`config.mk`:
```
export PLATFORM = sky130hd
export DESIGN_NAME = stage_sequencer
export DESIGN_NICKNAME = d
export VERILOG_FILES = /design/src/rtl/stage_sequencer_pkg.sv /design/src/rtl/stage_sequencer_wait_timer.sv /design/src/rtl/stage_sequencer.sv
export SDC_FILE = /design/constraint.sdc
export NUM_CORES = 1
export LEC_CHECK = 0
export CAP_MARGIN = 20
export CELL_PAD_IN_SITES_DETAIL_PLACEMENT = 0
export CELL_PAD_IN_SITES_GLOBAL_PLACEMENT = 1
export CORE_MARGIN = 2
export CORE_UTILIZATION = 34
export DETAILED_ROUTE_END_ITERATION = 8
export HOLD_SLACK_MARGIN = 0.03
export PLACE_DENSITY_LB_ADDON = 0.1
export SLEW_MARGIN = 20
export SYNTH_ARGS = -nofsm -noshare
export SYNTH_HDL_FRONTEND = slang
export SYNTH_SLANG_ARGS = --single-unit
```
`constraint.sdc`:
```
create_clock -name clock -period 1.8 [get_ports clock]
set_input_delay 0.54 -clock clock [delete_from_list [all_inputs] [get_ports clock]]
set_output_delay 0.54 -clock clock [all_outputs]
set_load 0.03 [all_outputs]
```
`src/rtl/stage_sequencer_pkg.sv`:
```
// Shared stage encoding, strobe bit positions and defaults
// for the stage5 multi-cycle sequencer.
package stage_sequencer_pkg;

  typedef enum logic [2:0] {
    ST_FETCH,
    ST_DECODE,
    ST_READ_REGS,
    ST_EXECUTE,
    ST_MEMORY,
    ST_WRITEBACK,
    ST_HALTED,
    ST_FAULT
  } stage_t;

  localparam int STAGE_W       = 7;
  localparam int IDX_FETCH     = 0;
  localparam int IDX_DECODE    = 1;
  localparam int IDX_READ_REGS = 2;
  localparam int IDX_EXECUTE   = 3;
  localparam int IDX_MEMORY    = 4;
  localparam int IDX_WRITEBACK = 5;
  localparam int IDX_HALTED    = 6;

  localparam int unsigned DEFAULT_WAIT_LIMIT = 255;
  localparam int          TIMER_W            = 16;

  // FAULT maps to all-zero strobes.
  function automatic logic [STAGE_W-1:0] stage_onehot(
    input stage_t s
  );
    logic [STAGE_W-1:0] v;
    v = '0;
    case (s)
      ST_FETCH:     v[IDX_FETCH]     = 1'b1;
      ST_DECODE:    v[IDX_DECODE]    = 1'b1;
      ST_READ_REGS: v[IDX_READ_REGS] = 1'b1;
      ST_EXECUTE:   v[IDX_EXECUTE]   = 1'b1;
      ST_MEMORY:    v[IDX_MEMORY]    = 1'b1;
      ST_WRITEBACK: v[IDX_WRITEBACK] = 1'b1;
      ST_HALTED:    v[IDX_HALTED]    = 1'b1;
      ST_FAULT:     v                = '0;
    endcase
    return v;
  endfunction

endpackage

```
`src/rtl/stage_sequencer_wait_timer.sv`:
```
// Wait-cycle counter for unanswered memory requests.
// Ports: i_clock, i_reset, i_clear, i_enable in; o_limit_hit out.
module stage_sequencer_wait_timer
  import stage_sequencer_pkg::*;
#(
  parameter int unsigned LIMIT = DEFAULT_WAIT_LIMIT
) (
  input  logic i_clock,
  input  logic i_reset,
  input  logic i_clear,
  input  logic i_enable,
  output logic o_limit_hit
);

  localparam logic [TIMER_W-1:0] LAST = TIMER_W'(LIMIT - 1);

  logic [TIMER_W-1:0] r_count;

  always_ff @(posedge i_clock) begin
    if (i_reset || i_clear) begin
      r_count <= '0;
    end else if (i_enable) begin
      r_count <= r_count + 1'b1;
    end
  end

  // Flags the last allowed wait cycle; the FSM only
  // consults it while it is actually waiting.
  assign o_limit_hit = (r_count == LAST);

endmodule

```
`src/rtl/stage_sequencer.sv`:
```
// Multi-cycle stage FSM with memory handshakes, halt and retire count.
// Ports: clock, reset, imem/dmem ready, is_mem_op, halt/resume in;
//        requests, one-hot stage, status flags, retired_count out.
module stage_sequencer
  import stage_sequencer_pkg::*;
#(
  parameter int unsigned WAIT_LIMIT  = DEFAULT_WAIT_LIMIT,
  parameter int unsigned COUNT_WIDTH = 32
) (
  input  logic                   clock,
  input  logic                   reset,
  input  logic                   imem_ready,
  input  logic                   dmem_ready,
  input  logic                   is_mem_op,
  input  logic                   halt_request,
  input  logic                   resume,
  output logic                   imem_req,
  output logic                   dmem_req,
  output logic [STAGE_W-1:0]     stage,
  output logic                   is_writeback_stage,
  output logic                   halted,
  output logic                   fault,
  output logic [COUNT_WIDTH-1:0] retired_count
);

  stage_t r_state;
  stage_t w_next;

  logic w_wait_en;
  logic w_wait_clr;
  logic w_limit_hit;

  logic [COUNT_WIDTH-1:0] r_retired;

  stage_sequencer_wait_timer #(
    .LIMIT (WAIT_LIMIT)
  ) u_wait (
    .i_clock     (clock),
    .i_reset     (reset),
    .i_clear     (w_wait_clr),
    .i_enable    (w_wait_en),
    .o_limit_hit (w_limit_hit)
  );

  always_ff @(posedge clock) begin
    if (reset) begin
      r_state <= ST_FETCH;
    end else begin
      r_state <= w_next;
    end
  end

  always_comb begin
    w_next    = r_state;
    w_wait_en = 1'b0;
    unique case (r_state)
      ST_FETCH: begin
        // ready beats the timeout in the same cycle
        if (imem_ready) begin
          w_next = ST_DECODE;
        end else begin
          w_wait_en = 1'b1;
          if (w_limit_hit) w_next = ST_FAULT;
        end
      end
      ST_DECODE:    w_next = ST_READ_REGS;
      ST_READ_REGS: w_next = ST_EXECUTE;
      ST_EXECUTE: begin
        w_next = is_mem_op ? ST_MEMORY : ST_WRITEBACK;
      end
      ST_MEMORY: begin
        if (dmem_ready) begin
          w_next = ST_WRITEBACK;
        end else begin
          w_wait_en = 1'b1;
          if (w_limit_hit) w_next = ST_FAULT;
        end
      end
      ST_WRITEBACK: begin
        w_next = halt_request ? ST_HALTED : ST_FETCH;
      end
      ST_HALTED: begin
        if (resume && !halt_request) w_next = ST_FETCH;
      end
      ST_FAULT: w_next = ST_FAULT;
    endcase
  end

  assign w_wait_clr = (w_next != r_state);

  always_ff @(posedge clock) begin
    if (reset) begin
      r_retired <= '0;
    end else if (r_state == ST_WRITEBACK) begin
      r_retired <= r_retired + 1'b1;
    end
  end

  assign stage              = stage_onehot(r_state);
  assign imem_req           = (r_state == ST_FETCH);
  assign dmem_req           = (r_state == ST_MEMORY);
  assign is_writeback_stage = stage[IDX_WRITEBACK];
  assign halted             = stage[IDX_HALTED];
  assign fault              = (r_state == ST_FAULT);
  assign retired_count      = r_retired;

endmodule

```
# Yosys cells after proc, flatten, opt, wreduce, memory -nomap -nowiden
# Index checks and enable logic that the tools add are counted.
dict set report word_totals {
  reg_bits 51
  output_inout_bits 44
  wordCells 35
}
dict set report classes {
  addsub 2
  n_eq_ne 9
  mux 17
  reduce_logical 4
}
# operator count
set op_table {}
lappend op_table {{32-bit by 1-bit adder with 32-bit output (second input constant)} 1}
lappend op_table {{3-bit case mux with 8 select lines} 1}
lappend op_table {{16-bit by 1-bit adder with 16-bit output (second input constant)} 1}
lappend op_table {{16-bit by 8-bit == test with 1-bit output (second input constant)} 1}
lappend op_table {{3-bit 2-to-1 mux} 5}
lappend op_table {{3-bit == test (second input constant)} 4}
lappend op_table {{1-bit 2-to-1 mux} 10}
lappend op_table {{3-bit by 2-bit == test with 1-bit output (second input constant)} 2}
lappend op_table {{3-bit by 1-bit == test with 1-bit output (second input constant)} 1}
lappend op_table {{3-bit zero test} 1}
lappend op_table {{3-bit != test} 1}
lappend op_table {{1-bit case mux with 2 select lines} 1}
lappend op_table {{1-bit logical AND} 1}
lappend op_table {{1-bit zero test} 1}
lappend op_table {{1-bit logical OR} 1}

# Depth between registers and ports, before layout
dict set report logic_depth {
  ltp_word 6
  depth_mapped 8
  ltp_nobuf 7
}

# Modules after synthesis
# A second synthesis with hierarchy kept.
dict set report unflattened {
  cells_unflattened 318
  hier_area_um2 2616.3
}
# mod instances cells_per_inst area_per_inst_um2 seq_area_each_um2
set by_module_without_submodules {}
lappend by_module_without_submodules {stage_sequencer 1 227 1841.8 700.7}
lappend by_module_without_submodules {stage_sequencer_wait_timer 1 91 774.5 320.3}

# Least setup slack after synthesis
# OpenSTA, ideal clock, no wires.
dict set report synth_path {
  path_type {register to output}
  start {register r_state[2]}
  end {output port stage[0]}
  arrival_time_ps 1634
  setup_slack_ps -374
  path_stages_with_launch 4
  n_path_buf 2
  cell_sequence {dfxtp_1 -> buf_6 -> nor3_1 -> buf_4}
}
dict set report synth_via {
  elab_chain_len 2
}
# element line_no
set synth_lines {}
lappend synth_lines {{start, declared} stage_sequencer.sv:26} ;# stage_t r_state;
lappend synth_lines {{start signal, assigned} stage_sequencer.sv:49} ;# r_state <= w_next;
lappend synth_lines {{3-bit zero test} --}
lappend synth_lines {{named net imem_req} stage_sequencer.sv:17} ;# output logic imem_req,
lappend synth_lines {{1-bit 2-to-1 mux} stage_sequencer_pkg.sv:34} ;# case (s)
lappend synth_lines {{end, declared} stage_sequencer.sv:19} ;# output logic [STAGE_W-1:0] stage,
# The timed path passes the listed nets, and every way through them passes these cells.

# Worst setup path after layout
dict set report layout_path {
  start {register r_state[1]}
  end {output port stage[0]}
}
dict set report layout_via {
  elab_chain_len 2
}
# element line_no
set layout_lines {}
lappend layout_lines {{3-bit zero test} stage_sequencer_pkg.sv:34}
lappend layout_lines {{1-bit 2-to-1 mux} stage_sequencer_pkg.sv:34}
# No other way between the ends.

==> impl_metrics.csv <==
group,metric,value,unit
global_routing,grtUsageMet2,0.249,
global_routing,grtUsageMet3,0.0275,
critical_path,r2r-end,"u_wait.r_count[9]$_SDFFE_PP0P_",
floorplanning,core_area,0.00725,mm²
critical_path,crit_required,1260,ps
sta,relSlewSlack,0.773,
final_layout,insertedDiodeCount,0,
global_routing,grt_max_degree,33,
place,place_ws,-417,ps
sta,setup_viol,17,
clock_network,htreeDepth,2,
global_routing,grt_overflow,0,
yosys,synthTopCellsByArea,"dfxtp_1 40%, xor2_1 11%, nor2_1 8.1%, xnor2_1 3.4%, nand2_1 3.2%",
min_path,hold_depth,2,
drt,via_count,2293,
yosys,synth_fp_nets,301,
global_routing,track_usage,0.149,
clock_network,clk_latency,300,ps
sta,clock_skew,7.90,ps
floorplanning,floorplan.initialDensity,0.351,
global_routing,antenna_found_initial,0,
drt,wl_per_cell,12.2,µm
run_status,failed_checks,"setup timing",
yosys,netlist.area_leader.share,0.401,
yosys,async_flop_share,0,
yosys,synthXorXnorAreaFrac,0.144,
sta,fmax,536,MHz
yosys,syn_avg_cell_area,8.75,µm²
min_path,min_from,"retired_count[1]$_SDFFE_PP0N_",
sta,tns,-706,ps
yosys,yosys.area_share.simple,0.320,
clock_network,cts_root_buf,"clkbuf_8",
global_routing,grt_pass1_wl,10.1,mm
floorplanning,die_h,90.5,µm
sta,worstMarginPinSlew,341,ps
drt,postRouteAntennaNets,0,
global_routing,first_global_vias,2166,
yosys,ys_types,46,
critical_path,reg2reg_slack,-50,ps
critical_path,worstSetupPathType,"reg2out",
yosys,synthFlopType,"dfxtp_1",
sta,layout_setup_ws,-67.0,ps
yosys,ys_seq_area_frac,0.401,
critical_path,critical_path.max_stage_delay,340,ps
critical_path,crit_chain,"buf_8, buf_8, nor3_4, buf_6",
yosys,synthAdderAreaFrac,0.0147,
run,maxCapViolations,0,
clock_network,cts_tree,"yes",
yosys,synth_compound_area_frac,0.0545,
critical_path,crit_arrival,1330,ps
global_routing,grt-busiest-layer,"met2",
yosys,yosys_warnings,0,
final_layout,areaGrowthSynthToFinish,50.8,%
drt,vias_per_cell,4.67,
floorplanning,io_pins,51,
final_layout,n_fill_cell,707,
pwr,p_leak,1.67,nW
global_routing,met1_usage,0.198,
critical_path,cp-start-kind,"flip-flop",
floorplanning,dieArea,0.00820,mm²
final_layout,fin_nets,401,
clock_network,postCtsHoldBufs,0,
critical_path,cpMostUsedCell,"buf_8",
sta,fin_crit,1870,ps
critical_path,r2r-start,"u_wait.r_count[13]$_SDFFE_PP0P_",
sta,fin_crit_sh,1.04,
clock_network,clock_sinks,51,
critical_path,r2r_cells,7,
sta,grt_setup_unrepaired,"yes",
place,gp_congestion,0.755,
final_layout,drive_above_1_share,0.352,
min_path,min_to,"retired_count[1]$_SDFFE_PP0N_",
sta,drv_slew,0,
min_path,holdCritPathClass,"reg2reg",
clock_network,clk_path_buf_depth,2,
critical_path,crit_slowest_cell,"dfxtp_2",
critical_path,path_max_fanout,8,
floorplanning,rows,31,
run_status,status,"finished with violations",
drt,wirelength,5.99,mm
yosys,yosysTopAreaCell,"dfxtp_1",
drt,first_iter_violations,67,
yosys,synth_area,0.00255,mm²
sta,hold_viol,0,
yosys,synth_top_family_by_area,"simple AND/OR/NAND/NOR gates",
pwr,power_density,628,mW/mm²
critical_path,end_kind,"output port",
yosys,synth_edf_count,0,
yosys,synthCells,291,
drt,firstDrtPassIters,4,
yosys,synthMuxAreaShare,0.00835,
pwr,ir_worst_vdd,0.375,mV
place,hpwl,4.24,mm
sta,holdWs,493,ps
clock_network,path_clk_slew,90,ps
floorplanning,die_w,90.5,µm
clock_network,cts_made_buffers,5,
place,port_buffers,50,
drt,drc,0,
yosys,yosys_register_bits,51,
[what timing repair did]
action,in CTS,in global routing
gates resized for setup,67,32
pin swaps,16,19
buffers inserted,6,8
cloned,0,1
endpoints found under the setup margin,59,30
[power by group]
group	switching, mW	total [mW]	internal [mW]
clock network	0.360	0.634	0.274
registers	0.0167	1.16	1.14
logic	0.312	0.619	0.307
total	0.689	2.41	1.72
[through the flow]
stage	std cells	power (mW)	cell area [µm²]	utilization
final	491	2.41	3840	0.529
after global placement	468	1.65	3430	0.473
after global routing	491	2.55	3840	0.529
after detailed placement	468	1.65	3430	0.473
after floorplan	291	1.47	2590	-
after CTS	482	2.36	3640	0.502
[registers in the layout (all words and copies together) (netlist names)]
name and count:
retired_count 32, u_wait.r_count 16, r_state 3
[how the worst max path moves through the flow]
stage                           from                               to  slack (ps)  depth (start not counted)
3_5_place_dp              dmem_ready  u_wait.r_count[15]$_SDFFE_PP0P_        -420                          7
6_report       r_state[1]$_SDFF_PP0_                         stage[0]         -70                          4
5_1_grt        r_state[1]$_SDFF_PP0_                         imem_req        -120                          4
2_1_floorplan  r_state[0]$_SDFF_PP0_                         stage[1]         -20                          3
3_3_place_gp              dmem_ready  u_wait.r_count[15]$_SDFFE_PP0P_        -360                          7
4_1_cts        r_state[2]$_SDFF_PP0_                         stage[0]         -50                          4
[Yosys cell counts (all sizes together) (2+ instances only)]
| master | n |
|---|---|
| xnor2 | 10 |
| buf | 13 |
| nand3b | 4 |
| dfxtp | 51 |
| or3 | 4 |
| nand4bb | 2 |
| nand4 | 13 |
| nor4 | 3 |
| and3 | 11 |
| nor3 | 5 |
| ha | 3 |
| and4 | 6 |
| nand2 | 22 |
| nand3 | 16 |
| nor2 | 55 |
| a21oi | 6 |
| clkbuf | 3 |
| o21ai | 8 |
| inv | 5 |
| xor2 | 32 |
[layout make-up]
type	count	area, µm²	share of cell area
clock buffer	7	76.3	0.0199
sequential	51	1050	0.273
timing repair buffer	110	1000	0.261
inverter	5	18.8	0.00489
clock inverter	1	5.00	0.00130
multi-input combinational	218	1560	0.407
tap	99	124	0.0323
[metal layers]
layer	wire (µm)	up-vias
met5	0	-
met4	52	0
met3	166	4
met2	2850	29
met1	2930	1063
li1	-	1197
[cells by family after synthesis]
| family | count (synthesis) |
|---|---|
| AND/OR/NAND/NOR | 149 |
| flip-flops | 51 |
| XOR/XNOR | 42 |
| AO/OA/AOI/OAI | 22 |
| buffers and inverters | 22 |
| adder cells (fa/ha/maj) | 3 |
| multiplexers | 2 |
[cells in the final DEF, fill, tap and decap left out, drive strengths merged, types with 4 or more instances in the layout]
cell,synthesis,routed
dfxtp,51,51
inv,5,5
nand2,22,22
or3,4,4
xnor2,10,10
nand3b,4,4
nand4,13,13
dlygate4sd2,0,32
buf,13,70
xor2,32,32
clkbuf,3,8
nor2,55,55
nand3,16,16
a21oi,6,6
o21ai,8,8
and4,6,6
nor3,5,5
and3,11,11
[critical path: cells and delay by family (launching register included)]
family | cells | cell delay [ps]
and+or+nand+nor | 1 | 250
DFF | 1 | 340
buffers and inverters | 3 | 430
Power figures use the tool's default switching activity.
